`config.mk`:
```
export PLATFORM = sky130hd
export DESIGN_NAME = iir_shift_add_filter
export DESIGN_NICKNAME = d
export VERILOG_FILES = /design/src/rtl/iir_pkg.sv /design/src/rtl/iir_sat_shift.sv /design/src/rtl/iir_shift_add_filter.sv
export SDC_FILE = /design/constraint.sdc
export NUM_CORES = 1
export LEC_CHECK = 0
export ABC_AREA = 1
export CAP_MARGIN = 20
export CORE_MARGIN = 10
export CORE_UTILIZATION = 55
export CTS_CLUSTER_DIAMETER = 100
export DETAILED_ROUTE_END_ITERATION = 8
export GPL_TIMING_DRIVEN = 0
export PLACE_DENSITY = 0.79
export SLEW_MARGIN = 20
export SYNTH_ARGS = -nofsm -noshare
export SYNTH_HDL_FRONTEND = slang
export SYNTH_SLANG_ARGS = --single-unit
```
`constraint.sdc`:
```
create_clock -name clock -period 14.12 [get_ports clock]
set_clock_uncertainty 0.1 [all_clocks]
set_input_delay 4.236 -clock clock [delete_from_list [all_inputs] [get_ports clock]]
set_output_delay 4.236 -clock clock [all_outputs]
set_load 0.01 [all_outputs]
```
`src/rtl/iir_pkg.sv`:
```
// Shared helpers for the shift-and-add IIR filter: accumulator sizing,
// output saturation and tap sign encoding.
package iir_pkg;

  localparam logic SIGN_ADD = 1'b0;
  localparam logic SIGN_SUB = 1'b1;

  // Guard bits cover NX_TAPS feed-forward terms plus two feedback terms.
  function automatic int nb_acc(input int nb_data, input int nx_taps);
    return nb_data + $clog2(nx_taps + 2) + 1;
  endfunction

  function automatic logic signed [63:0] sat_to(input logic signed [63:0] v,
                                                input int nb);
    logic signed [63:0] hi, lo;
    hi = (64'sd1 <<< (nb - 1)) - 64'sd1;
    lo = -(64'sd1 <<< (nb - 1));
    if (v > hi) return hi;
    if (v < lo) return lo;
    return v;
  endfunction

endpackage

```
`src/rtl/iir_sat_shift.sv`:
```
// Arithmetic right shift of a feedback sample; oversize shifts collapse
// to the sign (0 or -1), and a disabled term contributes 0.
module iir_sat_shift #(
  parameter int NB_DATA  = 16,
  parameter int NB_SHIFT = 4
) (
  input  logic [NB_DATA-1:0]  y,
  input  logic [NB_SHIFT-1:0] shift,
  input  logic                en,
  output logic [NB_DATA-1:0]  y_sh
);

  always_comb begin
    y_sh = '0;
    if (en) begin
      if (32'(shift) >= NB_DATA) y_sh = {NB_DATA{y[NB_DATA-1]}};
      else                       y_sh = $signed(y) >>> shift;
    end
  end

endmodule

```
`src/rtl/iir_shift_add_filter.sv`:
```
// Signed shift-and-add IIR: signed feed-forward taps plus two shifted
// feedback terms, saturated output with sticky overflow flag.
module iir_shift_add_filter
  import iir_pkg::*;
#(
  parameter int NB_DATA  = 16,
  parameter int NX_TAPS  = 4,
  parameter int NB_SHIFT = 4
) (
  input  logic                clock,
  input  logic                i_rst_n,
  input  logic [NB_DATA-1:0]  i_x,
  input  logic                i_valid,
  input  logic [NX_TAPS-1:0]  i_ff_sign,
  input  logic [NB_SHIFT-1:0] i_fb1_shift,
  input  logic [NB_SHIFT-1:0] i_fb2_shift,
  input  logic [1:0]          i_fb_en,
  input  logic                i_bypass,
  input  logic                i_clear,
  input  logic                i_sat_clr,
  output logic [NB_DATA-1:0]  o_y,
  output logic                o_valid,
  output logic                o_sat
);

  localparam int NB_ACC = nb_acc(NB_DATA, NX_TAPS);

  logic [NX_TAPS-2:0][NB_DATA-1:0] x_hist;
  logic [NX_TAPS-1:0][NB_DATA-1:0] x_taps;
  logic [NB_DATA-1:0]              y2;
  logic [1:0][NB_DATA-1:0]         fb_src, fb_term;
  logic [1:0][NB_SHIFT-1:0]        fb_shift;

  logic signed [NB_ACC-1:0] acc, term;
  logic signed [63:0]       acc_ext, sat_wide;
  logic [NB_DATA-1:0]       y_sat, y_new;
  logic                     clamp;

  assign x_taps[0] = i_x;
  genvar k;
  generate
    for (k = 1; k < NX_TAPS; k++) begin : g_tap
      assign x_taps[k] = x_hist[k-1];
    end
  endgenerate

  // o_y is always the stored y[n-1]; only y[n-2] needs its own register.
  assign fb_src[0]   = o_y;
  assign fb_src[1]   = y2;
  assign fb_shift[0] = i_fb1_shift;
  assign fb_shift[1] = i_fb2_shift;

  generate
    for (k = 0; k < 2; k++) begin : g_fb
      iir_sat_shift #(.NB_DATA(NB_DATA), .NB_SHIFT(NB_SHIFT)) u_sh (
        .y     (fb_src[k]),
        .shift (fb_shift[k]),
        .en    (i_fb_en[k]),
        .y_sh  (fb_term[k])
      );
    end
  endgenerate

  always_comb begin
    acc  = '0;
    term = '0;
    for (int t = 0; t < NX_TAPS; t++) begin
      term = NB_ACC'($signed(x_taps[t]));
      acc  = (i_ff_sign[t] == SIGN_SUB) ? acc - term : acc + term;
    end
    for (int j = 0; j < 2; j++) acc = acc + NB_ACC'($signed(fb_term[j]));
  end

  assign acc_ext  = 64'(acc);
  assign sat_wide = sat_to(acc_ext, NB_DATA);
  assign y_sat    = NB_DATA'(sat_wide);
  assign clamp    = (sat_wide != acc_ext);
  assign y_new    = i_bypass ? i_x : y_sat;

  always_ff @(posedge clock or negedge i_rst_n) begin
    if (!i_rst_n) begin
      x_hist  <= '0;
      y2      <= '0;
      o_y     <= '0;
      o_valid <= 1'b0;
      o_sat   <= 1'b0;
    end else begin
      o_valid <= 1'b0;
      if (i_sat_clr) o_sat <= 1'b0;
      if (i_clear) begin
        x_hist <= '0;
        y2     <= '0;
        o_y    <= '0;
      end else if (i_valid) begin
        x_hist[0] <= i_x;
        for (int t = 1; t < NX_TAPS-1; t++) x_hist[t] <= x_hist[t-1];
        y2      <= o_y;
        o_y     <= y_new;
        o_valid <= 1'b1;
        // A new overflow wins over a same-cycle sat clear.
        if (!i_bypass && clamp) o_sat <= 1'b1;
      end
    end
  end

endmodule
```
# After elaboration in Yosys (flattened, before gate mapping)
# Cells that the tools add are included.
[classes]
addsub = 9
magnitude_cmp = 2
n_eq_ne = 1
shift = 2
muxes = 26
n_reduce_logical = 3
[op_table]
columns = ["operator", "n"]
rows = [
  ["$mux W64", 4],
  ["$mux W16", 7],
  ["$add A20 B16 Y20", 5],
  ["$mux W48", 2],
  ["$mux W20", 4],
  ["$ne A64 B20 Y1", 1],
  ["$sub A20 B16 Y20", 3],
  ["$sshr A16 B4 Y16", 2],
  ["$gt A20 B16 Y1 const B", 1],
  ["$lt A20 B16 Y1 const B", 1],
  ["$sub A1 B16 Y17 const A", 1],
  ["$mux W1", 9],
  ["$reduce_bool A2 Y1", 1],
  ["$logic_and A1 B1 Y1", 1],
  ["$logic_not A1 Y1", 1],
]
[word_totals]
regBits = 82
in_bits = 36
output_inout_bits = 18
word_cells = 50

# Logic depth before layout (Yosys ltp)
[depth]
ltp_word = 20
ltp_mapped = 52
depth_no_buf = 51

# By module
# From an unflattened synthesis, not the netlist that was laid out.
[unflattened]
cells_unflattened = 1640
area_unflattened_um2 = 10832.9
[modules_own_cells]
columns = ["mod", "n_inst", "cells_each", "area_each_um2", "seq_area_each_um2"]
rows = [
  ["iir_shift_add_filter", 1, 1306, 9241.4, 2052.0],
  ["iir_sat_shift", 2, 167, 795.8, 0.0],
]

# Least setup slack after synthesis
# OpenSTA, ideal clock, no wires.
[synth_timing]
kind = "input-to-reg"
start = "input port i_ff_sign[0]"
end = "register o_y[10]"
setup_ns = 0.119
arrival_time_ns = 11.137
t_required_ns = 13.901
setup_slack_ns = 2.764
path_stages = 43
path_buffers = 3
cell_sequence = "buf_2 inv_1 clkbuf_1 nor2_1 xor2_1 ha_1 a21oi_1 nand2_1 a21oi_1 o21ai_0 xor2_1 ha_1 nand2_1 nor2_1 nand2_1 o211ai_1 a31oi_1 xnor2_1 [7 not listed] inv_1 ha_1 nand2_1 nor2_1 a21oi_1 nand2_1 nand2_1 nand2_1 a21oi_1 inv_1 nand3_2 nand3b_1 nand3b_1 ha_1 clkbuf_1 nor2_1 o21ai_2 nand2_1"
[synth_via]
elab_chain_len = 17
word_cells_on_any_way = 23
cone_classes = "add/sub: 8; order compare: 2; mux: 13"
[synth_rtl]
columns = ["item", "line_no", "text"]
rows = [
  ["start: declaration", "iir_shift_add_filter.sv:14", "input logic [NX_TAPS-1:0] i_ff_sign,"],
  ["$mux W20 (*)", "iir_shift_add_filter.sv:69", "acc = (i_ff_sign[t] == SIGN_SUB) ? acc - term : acc + term;"],
  ["$add A20 B16 Y20 or $sub A20 B16 Y20 (tied branches)", "iir_shift_add_filter.sv:69", ""],
  ["$mux W20 (*)", "iir_shift_add_filter.sv:69", ""],
  ["$add A20 B16 Y20 or $sub A20 B16 Y20 (tied branches)", "iir_shift_add_filter.sv:69", ""],
  ["$mux W20 (*)", "iir_shift_add_filter.sv:69", ""],
  ["$add A20 B16 Y20 or $sub A20 B16 Y20 (tied branches)", "iir_shift_add_filter.sv:69", ""],
  ["$mux W20 (*)", "iir_shift_add_filter.sv:69", ""],
  ["$add A20 B16 Y20 (*) (2 in series)", "iir_shift_add_filter.sv:71", "for (int j = 0; j < 2; j++) acc = acc + NB_ACC'($signed(fb_term[j]));"],
  ["$lt A20 B16 Y1", "iir_pkg.sv:19", "if (v < lo) return lo;"],
  ["$mux W1 (2 in series)", "iir_pkg.sv:19", ""],
  ["$mux W64", "iir_pkg.sv:20", "return v;"],
  ["$mux W64 (*)", "iir_pkg.sv:19", ""],
  ["$mux W16 (*)", "iir_shift_add_filter.sv:78", "assign y_new = i_bypass ? i_x : y_sat;"],
  ["$mux W16 (*)", "iir_shift_add_filter.sv:94", "end else if (i_valid) begin"],
  ["$mux W16 (*)", "iir_shift_add_filter.sv:90", "if (i_clear) begin"],
  ["end signal: assignment", "iir_shift_add_filter.sv:98", "o_y <= y_new;"],
  ["end: declaration", "iir_shift_add_filter.sv:21", "output logic [NB_DATA-1:0] o_y,"],
]
# Every way passes the cells marked *; elsewhere a longest branch is shown, timed or not. The select of a mux whose other input is x is not followed.
# A chain may end at the register's enable or synchronous reset.

# Final worst setup path
[layout_timing]
start = "input port i_ff_sign[1]"
end = "register o_sat"
[layout_via]
elab_chain_len = 17
word_cells_on_any_way = 22
cone_classes = "add/sub: 6; order compare: 2; eq/ne: 1; mux: 12; reduce/logical: 1"
[layout_rtl]
columns = ["item", "line_no", "text"]
rows = [
  ["$mux W20 (*)", "iir_shift_add_filter.sv:69", ""],
  ["$add A20 B16 Y20 or $sub A20 B16 Y20 (tied branches)", "iir_shift_add_filter.sv:69", ""],
  ["$mux W20 (*)", "iir_shift_add_filter.sv:69", ""],
  ["$add A20 B16 Y20 or $sub A20 B16 Y20 (tied branches)", "iir_shift_add_filter.sv:69", ""],
  ["$mux W20 (*)", "iir_shift_add_filter.sv:69", ""],
  ["$add A20 B16 Y20 (*) (2 in series)", "iir_shift_add_filter.sv:71", ""],
  ["$lt A20 B16 Y1", "iir_pkg.sv:19", ""],
  ["$mux W1 (2 in series)", "iir_pkg.sv:19", ""],
  ["$mux W64", "iir_pkg.sv:20", ""],
  ["$mux W64", "iir_pkg.sv:19", ""],
  ["$ne A64 B20 Y1 (*)", "iir_shift_add_filter.sv:77", "assign clamp = (sat_wide != acc_ext);"],
  ["$logic_and A1 B1 Y1 (*)", "iir_shift_add_filter.sv:101", "if (!i_bypass && clamp) o_sat <= 1'b1;"],
  ["$mux W1 (*)", "iir_shift_add_filter.sv:101", ""],
  ["$mux W1 (*)", "iir_shift_add_filter.sv:94", ""],
  ["$mux W1 (*)", "iir_shift_add_filter.sv:90", ""],
  ["end signal: assignment", "iir_shift_add_filter.sv:86", "o_sat <= 1'b0;"],
  ["end signal: assignment", "iir_shift_add_filter.sv:89", "if (i_sat_clr) o_sat <= 1'b0;"],
  ["end signal: assignment", "iir_shift_add_filter.sv:101", ""],
  ["end: declaration", "iir_shift_add_filter.sv:23", "output logic o_sat"],
]
# Marks and branches as above.

==> metrics.txt <==
slowest stage delay, CP=0.59 ns; std cell rows=50; Final Cycle Share=0.9123; Hold Crit Start=o_sat$_DFF_PN0_; post_cts resized=0; Syn Inst Count=roughly 1,600; area occupied by registers=0.002052 mm²; filler instances=about 1,700; Main synth FF type=dfrtp_1; Worst R2R Setup Slack=5.10 ns; H-tree levels=3; Fmax=0.07763 GHz; WL final=30.47 mm; DP Wirelength=25.72 mm; RSZ-0062 raised after global routing=false; CP startpoint kind=primary input; Die H=157.7 µm; Worst setup endpoint=o_sat$_DFF_PN0_; CP Data Arrival Time=about 13 ns; Worst Reg-to-Reg Cells=just under 50; Post-CTS Setup Inserts=0; layout cells sized above 1=0.05218; Total Neg Setup Slack=0 ns; CP Class=primary input to flop; Synth Register Bits=a little over 80; Setup crit start=i_ff_sign[1]; CTS tree=built; crit-path max FO=10; Setup crit end kind=flop; clock buffer count from CTS=9; Fin. Hold Viols=0; reg-to-reg endpoint=o_sat$_DFF_PN0_; number of port buffers=46; yosys warns=0; maxcap violations=0; Hold Path Class=flop to flop; Worst-Margin Slew=0.7742 ns; Cell Area, Synth=0.01043 mm²; Total GRT Usage=0.2440; Overflow after GRT=0; Tmin final=12.88 ns; hold buffer count at CTS=0; first-pass GRT wire length=48.72 mm; initial antenna violation count=0; syn_nets=about 1,700; multi-input logic area=approximately 0.0072 mm²; max_slew headroom=0.4773; vias per cell=about 5.7; root buffer cell=clkbuf_16; routed vias=10,560; Core Footprint=0.01871 mm²; largest net degree at the start of global routing=between 50 and 60; IO Pins=54; status=finished, final reports clean; Distinct cells, synth=47; Initial DRC Count=between 1,000 and 1,500; DRC viols=0; area of the die=~0.025 mm²; chip width=157.7 µm; Layout area overhead=10.57%; Critical Path RT=roughly 14 ns; Ant. Diodes=0; clk slew on worst S/H paths=approximately 0.060 ns; CTS Buffer Depth=2; CP max-delay cell=clkdlybuf4s50_1; number of routed nets with antenna violations=0; Top cell by count, worst path=nand2_1; Max Slew Vio Count=0; EDFF count, synth=0; sequential share of the synthesized area=0.1967; drt pass-1 iters=6; GPL Wtd Cong=between 1 and 1.5; CTS Sinks=between 80 and 90; NumNets Final=about 1,800; Clock Latency Late Sink=0.34 ns; vias in the first global route=9,728; initial core utilization=0.5577; asr flop ratio synth=1.000; setup violators final=0; Syn Area/Cell=6.662 µm²; drt wl/cell=16.36 µm; Worst R2R Start=x_hist[1]$_DFFE_PN0P_
==> flip-flops by register name, indices dropped and copies added (netlist names) <==
register / cells
o_sat: 1
o_valid: 1
o_y: 16
term: 16
x_hist: 32
y2: 16
==> metrics by stage <==
stage / area [µm²] / setup WS, ns / instances / util / hold WS [ns]
3_5_place_dp: 11210 / 1.097 / 1847 / 0.5993 / 0.3914
4_1_cts: 11530 / 1.418 / 1863 / 0.6167 / 0.4069
3_3_place_gp: 11190 / 1.185 / 1846 / 0.5980 / 0.3642
6_report: 11530 / 1.238 / 1863 / 0.6167 / 0.4008
2_1_floorplan: 10430 / 2.764 / 1566 / - / 0.3695
5_1_grt: 11530 / 0.6568 / 1863 / 0.6167 / 0.4428
==> cells in the mapped netlist, types with 7 or more instances <==
library cell  count  area share
ha_1             80       0.096
clkbuf_1         41       0.015
xor2_1           93       0.078
o22ai_1          59       0.035
o21ai_0         114       0.055
nand2_1         333        0.12
fa_1             23       0.044
nand2_2          13      0.0078
o21ai_1          12      0.0058
a211oi_1          9      0.0065
inv_1           240       0.086
o21ai_2           9      0.0076
inv_2            15      0.0054
nor2_1          114       0.041
o21bai_1          7      0.0050
nand4_1          13      0.0078
xnor2_1          30       0.025
o211ai_1         15       0.011
dfrtp_1          82        0.20
a31oi_1          11      0.0066
a21o_1            8      0.0058
a21oi_1         101       0.048
nor2_2            9      0.0054
nor3_1           16      0.0077
nand3_1          58       0.028
o311ai_0          7      0.0059
==> worst min-delay path by stage <==
stage,endpoint,cells past startpoint
6_report,o_sat$_DFF_PN0_,2
2_1_floorplan,y2[13]$_DFFE_PN0P_,2
5_1_grt,o_y[0]$_DFFE_PN0P_,2
3_5_place_dp,o_sat$_DFF_PN0_,2
3_3_place_gp,o_sat$_DFF_PN0_,2
4_1_cts,o_sat$_DFF_PN0_,2
==> layout make-up <==
cell class	instances	share of cell area
well taps	234	0.02538
clock buffers	9	0.01952
repair buffers	47	0.04209
clock inverters	7	0.008569
plain buffers	45	0.01497
multi-input cells	1183	0.6283
flip-flops and latches	82	0.1779
inverters	256	0.08331
==> cell usage in the layout, fill, tap and decap left out, drive strengths merged, types with 50 or more instances in the layout <==
master / instances
dfrtp: 82
o21ai: 135
xor2: 93
ha: 80
a21oi: 101
nand2: 351
nor2: 124
nand3: 64
inv: 258
clkbuf: 50
o22ai: 59
==> cell families (layout without fill, tap and decap cells) <==
logic type | after synthesis | after routing | synth area share
AOI/OAI and AO/OA | 367 | 367 | 0.2038
muxes | 6 | 6 | 0.005757
buffers and inverters | 301 | 364 | 0.1087
adders and majority gates | 103 | 103 | 0.1401
xor gates and xnor gates | 123 | 123 | 0.1033
and+or+nand+nor | 584 | 584 | 0.2418
DFF | 82 | 82 | 0.1967
==> worst max-delay path: cells and delay by family <==
kind,cells,cell delay [ns]
adder cells (fa/ha/maj),6,2.55
AND/OR/NAND/NOR,20,2.29
AO/OA/AOI/OAI,9,1.91
buffers and inverters,6,1.52
XOR/XNOR,3,0.55
==> routing by layer <==
| layer | wire, µm | GRT usage | up-vias |
|---|---|---|---|
| li1 | - | - | 5270 |
| met1 | 13970 | 0.3323 | 4876 |
| met2 | 13580 | 0.3864 | 363 |
| met3 | 2153 | 0.04261 | 49 |
| met4 | 762 | 0.07124 | 0 |
| met5 | 0 | 0 | - |
Power is not shown: default switching activity piles up to over one toggle a cycle in this logic, so the estimate is an artifact.
